<file path="src/rtl/sa_ar_pkg.sv">
// Shared types and constants for the AR-channel arbiter.
// No logic; sizes the 4 KB page split and the AXI burst length field.
// Imported by sa_ar_arbiter.
package sa_ar_pkg;

  typedef enum logic [1:0] {
    ST_IDLE   = 2'd0,
    ST_ISSUE  = 2'd1,
    ST_ISSUE2 = 2'd2
  } ar_state_e;

  localparam int PAGE_BITS = 12;
  localparam int ARLEN_W   = 8;

endpackage

</file>
<file path="src/rtl/sa_rr_arbiter.sv">
// Round-robin grant: one-hot grant of the first requester at or after the pointer.
// Combinational grant; the pointer moves to winner+1 on the clock after update.
// No backpressure of its own; the caller asserts update only on an accepted grant.
module sa_rr_arbiter #(
  parameter int N     = 3,
  parameter int IDX_W = (N > 1) ? $clog2(N) : 1
) (
  input  logic             clk,
  input  logic             rst,
  input  logic [N-1:0]     req,
  input  logic             update,
  output logic [N-1:0]     grant,
  output logic [IDX_W-1:0] grant_idx
);

  logic [IDX_W-1:0] ptr;

  always_comb begin
    logic found;
    int   idx;
    grant     = '0;
    grant_idx = '0;
    found     = 1'b0;
    idx       = 0;
    for (int i = 0; i < N; i++) begin
      idx = (int'(ptr) + i) % N;
      if (!found && req[idx]) begin
        found      = 1'b1;
        grant[idx] = 1'b1;
        grant_idx  = IDX_W'(idx);
      end
    end
  end

  always_ff @(posedge clk or posedge rst) begin
    if (rst) begin
      ptr <= '0;
    end else if (update) begin
      ptr <= (grant_idx == IDX_W'(N - 1)) ? '0 : grant_idx + IDX_W'(1);
    end
  end

endmodule

</file>
<file path="src/rtl/sa_ar_arbiter.sv">
// Arbitrates per-master AR requests onto one slave port; optional 4 KB split via SA_AR_4KB_SPLIT_EN.
// Latency: accepted request appears on s_AR* the next cycle; a split issues two beats back to back.
// Backpressure: masters wait while not IDLE; s_ARREADY_i holds payload; AR_stall_i holds a pending split.
module sa_ar_arbiter
  import sa_ar_pkg::*;
#(
  parameter int MST_AMT         = 3,
  parameter int OUTSTANDING_AMT = 8,
  parameter int MST_ID_W        = $clog2(MST_AMT),
  parameter int DATA_WIDTH      = 32,
  parameter int ADDR_WIDTH      = 32,
  parameter int TRANS_MST_ID_W  = 5,
  parameter int TRANS_SLV_ID_W  = TRANS_MST_ID_W + MST_ID_W
) (
  input  logic                               ACLK_i,
  input  logic                               ARESET_i,
  input  logic [TRANS_MST_ID_W*MST_AMT-1:0]  dsp_ARID_i,
  input  logic [ADDR_WIDTH*MST_AMT-1:0]      dsp_ARADDR_i,
  input  logic [8*MST_AMT-1:0]               dsp_ARLEN_i,
  input  logic [MST_AMT-1:0]                 dsp_ARVALID_i,
  output logic [MST_AMT-1:0]                 dsp_ARREADY_o,
  output logic [TRANS_SLV_ID_W-1:0]          s_ARID_o,
  output logic [ADDR_WIDTH-1:0]              s_ARADDR_o,
  output logic [7:0]                         s_ARLEN_o,
  output logic                               s_ARVALID_o,
  input  logic                               s_ARREADY_i,
  output logic [TRANS_SLV_ID_W-1:0]          AR_AxID_o,
  output logic                               AR_crossing_flag_o,
  output logic                               AR_shift_en_o,
  input  logic                               AR_stall_i
);

  localparam int PAGE_W = ADDR_WIDTH - PAGE_BITS;

  ar_state_e                 state, state_nxt;
  logic [MST_AMT-1:0]        grant;
  logic [MST_ID_W-1:0]       grant_idx;
  logic                      accept;
  logic [TRANS_SLV_ID_W-1:0] id_q;
  logic [ADDR_WIDTH-1:0]     addr_q;
  logic [ARLEN_W-1:0]        len_q;

  logic                      split;
  logic                      stall_blk;
  logic [ARLEN_W-1:0]        len1;
  logic [ARLEN_W-1:0]        len2;
  logic [ADDR_WIDTH-1:0]     addr2;

  sa_rr_arbiter #(
    .N     (MST_AMT),
    .IDX_W (MST_ID_W)
  ) u_rr (
    .clk       (ACLK_i),
    .rst       (ARESET_i),
    .req       (dsp_ARVALID_i),
    .update    (accept),
    .grant     (grant),
    .grant_idx (grant_idx)
  );

  // Ready is gated by reset too so nothing looks accepted while the block is held.
  assign dsp_ARREADY_o = (state == ST_IDLE && !ARESET_i) ? grant : '0;
  assign accept        = |dsp_ARREADY_o;

  always_ff @(posedge ACLK_i or posedge ARESET_i) begin
    if (ARESET_i) begin
      id_q   <= '0;
      addr_q <= '0;
      len_q  <= '0;
    end else if (accept) begin
      id_q   <= {grant_idx, dsp_ARID_i[int'(grant_idx)*TRANS_MST_ID_W +: TRANS_MST_ID_W]};
      addr_q <= dsp_ARADDR_i[int'(grant_idx)*ADDR_WIDTH +: ADDR_WIDTH];
      len_q  <= dsp_ARLEN_i[int'(grant_idx)*ARLEN_W +: ARLEN_W];
    end
  end

`ifdef SA_AR_4KB_SPLIT_EN
  localparam int BYTE_SH = $clog2(DATA_WIDTH / 8);

  logic [ADDR_WIDTH-1:0] span;
  logic [PAGE_W-1:0]     end_page;
  logic [PAGE_W-1:0]     page_q;
  logic [PAGE_BITS:0]    beats1;

  // Bursts are beat-aligned INCR of at most 256 beats, so one page crossing at most.
  assign span     = (ADDR_WIDTH'(len_q) + ADDR_WIDTH'(1)) << BYTE_SH;
  assign end_page = PAGE_W'((addr_q + span - ADDR_WIDTH'(1)) >> PAGE_BITS);
  assign page_q   = addr_q[ADDR_WIDTH-1:PAGE_BITS];
  assign split    = (page_q != end_page);
  assign beats1   = ((PAGE_BITS+1)'(1 << PAGE_BITS) - {1'b0, addr_q[PAGE_BITS-1:0]}) >> BYTE_SH;
  assign len1     = ARLEN_W'(beats1 - (PAGE_BITS+1)'(1));
  assign len2     = len_q - ARLEN_W'(beats1);
  assign addr2    = {page_q + PAGE_W'(1), {PAGE_BITS{1'b0}}};
  assign stall_blk = split & AR_stall_i;
`else
  logic unused_stall;

  assign unused_stall = AR_stall_i;
  assign split        = 1'b0;
  assign stall_blk    = 1'b0;
  assign len1         = len_q;
  assign len2         = len_q;
  assign addr2        = addr_q;
`endif

  always_ff @(posedge ACLK_i or posedge ARESET_i) begin
    if (ARESET_i) state <= ST_IDLE;
    else          state <= state_nxt;
  end

  always_comb begin
    state_nxt          = state;
    s_ARVALID_o        = 1'b0;
    s_ARADDR_o         = addr_q;
    s_ARLEN_o          = len_q;
    AR_crossing_flag_o = 1'b0;
    case (state)
      ST_IDLE: begin
        if (accept) state_nxt = ST_ISSUE;
      end
      ST_ISSUE: begin
        s_ARVALID_o = !stall_blk;
        if (split) begin
          s_ARLEN_o          = len1;
          AR_crossing_flag_o = 1'b1;
        end
        if (s_ARVALID_o && s_ARREADY_i) state_nxt = split ? ST_ISSUE2 : ST_IDLE;
      end
      ST_ISSUE2: begin
        s_ARVALID_o = 1'b1;
        s_ARADDR_o  = addr2;
        s_ARLEN_o   = len2;
        if (s_ARREADY_i) state_nxt = ST_IDLE;
      end
      default: state_nxt = ST_IDLE;
    endcase
  end

  assign s_ARID_o      = id_q;
  assign AR_AxID_o     = id_q;
  assign AR_shift_en_o = s_ARVALID_o & s_ARREADY_i;

endmodule

</file>
<file path="config.mk">
export PLATFORM = sky130hd
export DESIGN_NAME = sa_ar_arbiter
export DESIGN_NICKNAME = d
export VERILOG_FILES = /design/src/rtl/sa_ar_pkg.sv /design/src/rtl/sa_rr_arbiter.sv /design/src/rtl/sa_ar_arbiter.sv
export SDC_FILE = /design/constraint.sdc
export NUM_CORES = 1
export LEC_CHECK = 0
export BUFFER_PORTS_ARGS = -buffer_cell sky130_fd_sc_hd__buf_4
export CORE_ASPECT_RATIO = 0.5
export CORE_UTILIZATION = 46
export CTS_CLUSTER_DIAMETER = 60
export DETAILED_ROUTE_END_ITERATION = 12
export GPL_TIMING_DRIVEN = 1
export PLACE_DENSITY = 0.79
export SYNTH_ARGS = -nofsm -noshare
export SYNTH_HDL_FRONTEND = slang
export SYNTH_SLANG_ARGS = --single-unit
</file>
<file path="constraint.sdc">
create_clock -name ACLK_i -period 3.7 [get_ports ACLK_i]
set_input_delay 0.37 -clock ACLK_i [delete_from_list [all_inputs] [get_ports ACLK_i]]
set_output_delay 0.37 -clock ACLK_i [all_outputs]
set_load 0.02 [all_outputs]
</file>
==> summary.md, run 1 <==
| Metric | Value |
|---|---|
| Fin area | 5389 um2 |
| Period utilization | 86.14% |
| Worst Max-Slew Pin Slew | 1.014 ns |
| Avg Inst Size Synth | 13.72 um2 |
| Hold Vio Cnt, Final | 0 |
| Max_slew headroom | 32.33% |
| Diode count | 0 |
| Avg WL per Cell | 15.61 um |
| First-pass GRT wire length | 13,450 um |
| Crit Path Max Fanout | 40 |
| Power Dens Cells | 1002 nW/um2 |
| Leakage | 2.723 nW |
| Post-synthesis sequential area ratio | 33.77% |
| Largest net degree at the start of global routing | 51 |
| CTS tree | done |
| Setup violators final | 0 |
| R2r setup slk | 0.51 ns |
| Die width | 128.9 um |
| Reg2Reg Depth | 8 |
| Critical path class | flop to flop |
| Count of pins over their slew limit | 0 |
| Final ANT Viol Nets | 0 |
| Layout Utilization | 71.19% |
| Worst EP arrival | 3.36 ns |
| Top cell type's share of synthesized area | 33.77% |
| Cells after Synth | 270 |
| Worst hold-check path type | primary input to async pin |
| Filler cells | 560 |
| Antenna violations before repair | 0 |
| Die span in y | 65.46 um |
| Syn Nets | 416 |
| Clock slew at the register clock pins of the worst setup and hold paths | 0.06 ns |
| Reg-to-reg startpoint | u_rr.ptr[1]$_DFFE_PP0P_ |
| Synth top area cells | dfrtp_1 (34%), mux2_4 (32%), mux2_2 (18%) |
| DR iter-0 viols | 83 |
| Area occupied by multi-input gates | 2208 um2 |
| Cell area after placement | 5190 um2 |
| Initial Utilization | 48.94% |
| Status | complete, no violations |
| Core area | 7570 um2 |
| Setup tns final | 0 ns |
| # rows | 22 |
| Hpwl dp | 6811 um |
| Via density | 5.062 |
| Worst skew pair latency | 0.29 ns |
| Netlist cell types | 36 |
| Unrepaired setup endpoints after global routing | false |
| Area Overhead vs Synth | 45.46% |
| Worst flop-to-flop path endpoint | s_ARADDR_o[14]$_DFFE_PP0P_ |
| IO Pins | 202 |
| DRC errors left | 0 |
| Fmax | 313.7 MHz |
| Yosys warns | 0 |
| Final Net Count | 601 |
| PortBufs | 199 |
| Placer Congestion | 0.9370 |
| Post-synth EDFFs | 0 |
| Die area | 8439 um2 |
| Post-Route WL | 8803 um |
| TritonRoute pass-1 iters | 5 |
| VDD IR max | 0.0005078 V |
| Vias in the first global route | 2,824 |
| Clock Sinks | 50 |
| Synth area leader | dfrtp_1 |
| Gr usage total | 20.65% |
| FF/Latch Area | 1251 um2 |
| Req. time, crit path | 3.87 ns |
| Setup Skew | 0.005591 ns |
| Top_reg_cell synth | dfrtp_1 |
| Layout cells sized above 1 | 78.07% |
| Hold-fix buffer count after cts | 0 |
| Clock Path Buffers | 2 |
| CTS Buf Count | 5 |
| Setup crit end kind | flop |
| Total power draw | 5.399 mW |
| CTS H-tree depth | 2 |
| Routed vias | 2,855 |
| Synth async-reset ratio | 100.0% |
| Minimum clock period | 3.187 ns |
| Nature of the critical path startpoint | flop |
| Max-Cap Viols | 0 |
| Post-CTS setup buffer count | 0 |
| CTS resizes | 0 |
| Root Driver | clkbuf_16 |
| #FFs+latches synth | 50 |
| GRT overflow | 0 |
| Post-synthesis cell area | 3705 um2 |
## layout by cell type (no fill, tap or decap), drive strengths merged
cell	instances
nand4	1
o221a	1
buf	204
and3b	1
a221oi	1
mux2i	3
nand2b	2
o211ai	1
nor4	1
o21ai	4
a21oi	1
nor3	1
or4	3
a31o	1
nor2b	4
o21ba	1
inv	7
o2bb2ai	1
bufinv	2
clkbuf	6
o22ai	1
a32oi	2
nor2	5
o21bai	1
o221ai	1
and2	1
mux2	138
and2b	2
nand2	3
dfrtp	50
conb	1
nand3	1
ha	4
## Yosys cell counts (all sizes together) (2+ instances only)
master	instances
nor2	5
ha	4
nand2b	2
inv	7
mux2	138
dfrtp	50
o21ai	4
buf	25
or4	3
nand2	3
and2b	2
a32oi	2
nor2b	4
mux2i	3
## registers in the layout, summed over array words and instances (netlist names)
name	flops
s_ARADDR_o	32
u_rr.ptr	2
state	1
AR_AxID_o	7
len1	8
## final cells by class
type                            instances  share of cell area (%)
Multi-Input combinational cell        187                   40.98
Sequential cell                        50                   23.22
Inverter                                7                  0.4876
Clock inverter                          2                   1.114
Timing Repair Buffer                  204                   29.12
Tap cell                              108                   2.508
Clock buffer                            6                   2.577
## kinds of logic after synthesis
logic type | share of synthesized area (%)
DFF | 33.77
AOI/OAI and AO/OA | 3.378
buffers and inverters | 6.890
adders and majority gates | 1.351
other | 0.1012
and+or+nand+nor | 3.850
muxes | 50.66
## stage by stage
stage	worst slack [ns]	cells	hold slack (ns)
5_1_grt	0.3721	564	0.4274
3_3_place_gp	0.5657	556	0.4923
2_1_floorplan	1.052	270	0.5388
4_1_cts	0.5313	564	0.3879
6_report	0.5127	564	0.3404
3_5_place_dp	0.5563	556	0.4972
## power breakdown
group / internal [mW] / switching (mW)
sequential: 0.855 / 0.181
combinational: 2.16 / 1.60
clock: 0.406 / 0.200
## critical path, cell delays in order, from the launching register on
cell and delay [ns]:
dfrtp_1 0.40, inv_1 0.10, ha_1 0.37, mux2i_1 0.40, nor3_1 0.10, or4_2 0.81
buf_12 0.28, mux2_4 0.32, mux2_4 0.26
## per-layer routing
metal	GRT usage (%)	wire [um]	vias up
li1	-	-	1342
met5	0	0	-
met1	23.08	3411	1411
met2	39.93	4865	89
met3	4.397	389	13
met4	5.735	136	0
## worst max path at each step
| stage | start | endpoint | slack (ns) | cells past startpoint |
|---|---|---|---|---|
| floorplan | u_rr.ptr[1]$_DFFE_PP0P_ | s_ARADDR_o[10]$_DFFE_PP0P_ | 1.05 | 11 |
| global placement | u_rr.ptr[1]$_DFFE_PP0P_ | s_ARADDR_o[11]$_DFFE_PP0P_ | 0.57 | 8 |
| detailed placement | u_rr.ptr[1]$_DFFE_PP0P_ | s_ARADDR_o[11]$_DFFE_PP0P_ | 0.56 | 8 |
| CTS | u_rr.ptr[1]$_DFFE_PP0P_ | s_ARADDR_o[15]$_DFFE_PP0P_ | 0.53 | 8 |
| global route | u_rr.ptr[1]$_DFFE_PP0P_ | AR_AxID_o[6]$_DFFE_PP0P_ | 0.37 | 9 |
| finish | u_rr.ptr[1]$_DFFE_PP0P_ | s_ARADDR_o[14]$_DFFE_PP0P_ | 0.51 | 8 |
Power figures use the tool's default switching activity.
==> run 2: changes to the inputs <==
--- a/config.mk
+++ b/config.mk
@@ -5,12 +5,13 @@
 export SDC_FILE = /design/constraint.sdc
 export NUM_CORES = 1
 export LEC_CHECK = 0
+export ABC_AREA = 1
 export BUFFER_PORTS_ARGS = -buffer_cell sky130_fd_sc_hd__buf_4
 export CORE_ASPECT_RATIO = 0.5
-export CORE_UTILIZATION = 46
+export CORE_UTILIZATION = 47
 export CTS_CLUSTER_DIAMETER = 60
 export DETAILED_ROUTE_END_ITERATION = 12
-export GPL_TIMING_DRIVEN = 1
+export GPL_TIMING_DRIVEN = 0
 export PLACE_DENSITY = 0.79
 export SYNTH_ARGS = -nofsm -noshare
 export SYNTH_HDL_FRONTEND = slang
==> constraint.sdc (replaced) <==
create_clock -name ACLK_i -period 3.7 [get_ports ACLK_i]
set_input_delay 0.37 -clock ACLK_i [delete_from_list [all_inputs] [get_ports ACLK_i]]
set_output_delay 0.37 -clock ACLK_i [all_outputs]
set_load 0.01 [all_outputs]
==> run 2 against run 1 <==
First-iteration DRC count grew to 3.2 times the previous value. Non-clock buffer count is 48 higher. Flip-flop and latch count stayed put. Combinational power is 20% higher. Hold slack worse by 0.33 ns. Critical path depth is 5 higher. Register-to-register slack better by 0.71 ns. Largest power group unchanged. Power is 10% higher. Cell count is 67% higher. Critical path type is now flop to output port.
==> summary.md, run 2 <==
| Metric | Value |
|---|---|
| Number of non-filler instances in the completed layout | 942 (+67%) |
| PortBufs | 199 (unchanged) |
| Clock Sinks | 50 (unchanged) |
| Nature of the critical path startpoint | flop |
| Setup tns final | 0 ns (unchanged) |
| Unrepaired setup endpoints after global routing | false |
| Crit Path Max Fanout | 10 (-75%) |
| FF/Latch Area | 1251 um2 (unchanged) |
| Area Overhead vs Synth | 44.13% |
| Avg WL per Cell | 13.94 um (-11%) |
| Gr usage total | 28.74% (+8.1 points) |
| Most common cell after layout, fill and taps aside | buf_4 |
| Via density | 5.086 (+0.47%) |
| Commonest non-fill, non-tap cells in the layout | buf_4 (216), nand2_1 (176), inv_1 (117), nand3_1 (111), dfrtp_1 (50) |
| Diode count | 0 (unchanged) |
| CTS H-tree depth | 2 (unchanged) |
| Placer Congestion | 0.8717 (-7.0%) |
| Max FFs per register | 32 (unchanged) |
| Vias in the first global route | 4,212 (+49%) |
| Yosys warns | 0 (unchanged) |
| Count of pins over their slew limit | 0 (unchanged) |
| CTS tree | done |
| Final ANT Viol Nets | 0 (unchanged) |
| CTS Buf Count | 5 (unchanged) |
| Total power draw | 5.962 mW (+10%) |
| Cell-internal power | 2.841 mW (-17%) |
| Syn Nets | 769 (+85%) |
| Netlist cell types | 25 (-31%) |
| Post-synthesis sequential area ratio | 30.90% (-2.9 points) |
| Reg2Reg Depth | 17 (+9) |
| VDD IR max | 0.0004307 V (-15%) |
| Placed Instances | 935 (+68%) |
| Final Net Count | 976 (+62%) |
| Top cell type's share of synthesized area | 30.90% (-2.9 points) |
| Setup violators final | 0 (unchanged) |
| Seq pwr share | 16.8% (-2.4 points) |
| Fin area | 5836 um2 (+8.3%) |
| Worst Setup SP | u_rr.ptr[0]$_DFFE_PP0P_ |
| Layout cells sized above 1 | 33.13% (-45 points) |
| R2r setup slk | 1.22 ns (+0.71 ns) |
| DP Worst Slack | 1.092 ns (+0.5353 ns) |
| First-pass GRT wire length | 20,310 um (+51%) |
| Setup Skew | 0.005053 ns (-0.0005381 ns) |
| Cells after Synth | 623 (+130%) |
| Critical path class | flop to output port |
| Combinational Power Share | 75.6% (+6.0 points) |
| Die span in y | 67.63 um (+3.3%) |
| Clock Path Buffers | 2 (unchanged) |
| Synth top area cells | dfrtp_1 (31%), nand2_1 (16%), nand3_1 (14%) |
| Routed vias | 4,791 (+68%) |
| IO Pins | 202 (unchanged) |
| Root Driver | clkbuf_16 |
| Worst hold-check path type | primary input to async pin |
| Post-synthesis cell area | 4049 um2 (+9.3%) |
| Leakage | 3.463 nW (+27%) |
| Clock share of power | 7.6% (-3.6 points) |
| Die area | 9012 um2 (+6.8%) |
| Cell area after placement | 5703 um2 (+9.9%) |
| Post-synth EDFFs | 0 (unchanged) |
| Fmax | 339.3 MHz (+8.1%) |
| Power Dens Cells | 1022 nW/um2 (+2.0%) |
| Period utilization | 79.66% (-6.5 points) |
| Filler cells | 747 (+33%) |
| # rows | 23 (+4.5%) |
| Req. time, crit path | 3.33 ns (-0.54 ns) |
| Post-CTS setup buffer count | 0 (unchanged) |
| Hold-fix buffer count after cts | 0 (unchanged) |
| Setup crit end kind | output port |
| CTS resizes | 0 (unchanged) |
| Post-Route WL | 13,130 um (+49%) |
| Layout Utilization | 71.40% (+0.21 points) |
| Hold_ws | 0.01457 ns (-0.3258 ns) |
| Hpwl dp | 9904 um (+45%) |
| Post-synth top cells | nand2_1 (176), inv_1 (118), nand3_1 (111) |
| Area occupied by multi-input gates | 1999 um2 (-9.5%) |
| Minimum clock period | 2.947 ns (-0.2399 ns) |
| Net Sw Power | 3.122 mW (+58%) |
| Avg Inst Size Synth | 6.499 um2 (-53%) |
| GRT overflow | 0 (unchanged) |
| Largest net degree at the start of global routing | 41 (-20%) |
| Worst flop-to-flop path endpoint | s_ARADDR_o[7]$_DFFE_PP0P_ |
| #FFs+latches synth | 50 (unchanged) |
| Status | complete, no violations |
| DR iter-0 viols | 267 (+220%) |
| Antenna violations before repair | 0 (unchanged) |
| Core area | 8173 um2 (+8.0%) |
| DRC errors left | 0 (unchanged) |
| Setup ws final | 0.7526 ns (+0.2399 ns) |
| Hold Vio Cnt, Final | 0 (unchanged) |
| Switching portion of total power | 52.36% (+16 points) |
| Initial Utilization | 49.54% (+0.60 points) |
| Die width | 133.3 um (+3.4%) |
| Top_reg_cell synth | dfrtp_1 |
| Worst EP arrival | 2.58 ns (-0.78 ns) |
| Clock slew at the register clock pins of the worst setup and hold paths | 0.07 ns (about the same) |
| TritonRoute pass-1 iters | 5 (unchanged) |
| Max-Cap Viols | 0 (unchanged) |
| Worst skew pair latency | 0.29 ns (about the same) |
| Synth area leader | dfrtp_1 |
| Count leader, synth | nand2_1 |
| Synth async-reset ratio | 100.0% (unchanged) |
| Reg-to-reg startpoint | u_rr.ptr[0]$_DFFE_PP0P_ |
## run 2: layout make-up
type	count	area share, %
buffer	52	5.596
clock buffer	7	2.273
inverter	125	8.083
multi-input combinational	396	34.26
sequential	50	21.44
tap	112	2.401
timing repair buffer	200	25.94
## run 2: how the worst max path moves through the flow
stage / end / depth (start not counted)
3_5_place_dp: dsp_ARREADY_o[2] / 13
2_1_floorplan: dsp_ARREADY_o[2] / 12
3_3_place_gp: dsp_ARREADY_o[2] / 13
5_1_grt: dsp_ARREADY_o[2] / 13
4_1_cts: dsp_ARREADY_o[1] / 13
6_report: dsp_ARREADY_o[2] / 13
## run 2: logic make-up after synthesis
group | Yosys count | share of synthesized area [%]
adders and majority gates | 4 | 1.236
and+or+nand+nor | 382 | 46.38
other | 1 | 0.09262
AOI/OAI and AO/OA | 9 | 1.669
DFF | 50 | 30.90
buffers and inverters | 177 | 19.72
## run 2: per-layer routing
| metal | global-route usage [%] | routed length [um] | up-vias |
|---|---|---|---|
| met5 | 0 | 0 | - |
| met4 | 6.534 | 191 | 0 |
| met3 | 5.330 | 1019 | 20 |
| met2 | 50.46 | 6293 | 205 |
| met1 | 37.30 | 5631 | 2198 |
| li1 | - | - | 2368 |
## run 2: power groups by stage
stage,logic [mW],registers (mW),clock network (mW)
finish,4.51,1.00,0.451
global route,5.01,1.04,0.470
CTS,4.48,1.00,0.450
detailed placement,4.46,1.01,0
global placement,4.38,1.00,0
floorplan,2.94,1.11,0
## run 2: critical path, cell delays in order (launching register included)
cell and delay, ns:
dfrtp_1 0.39, inv_1 0.09, ha_1 0.42, o21ai_2 0.24
nand2_1 0.10, nand2_2 0.09, inv_4 0.06, nand2_8 0.09
nand3_2 0.06, nand2_1 0.09, buf_4 0.20, buf_2 0.25
inv_1 0.06, buf_4 0.14
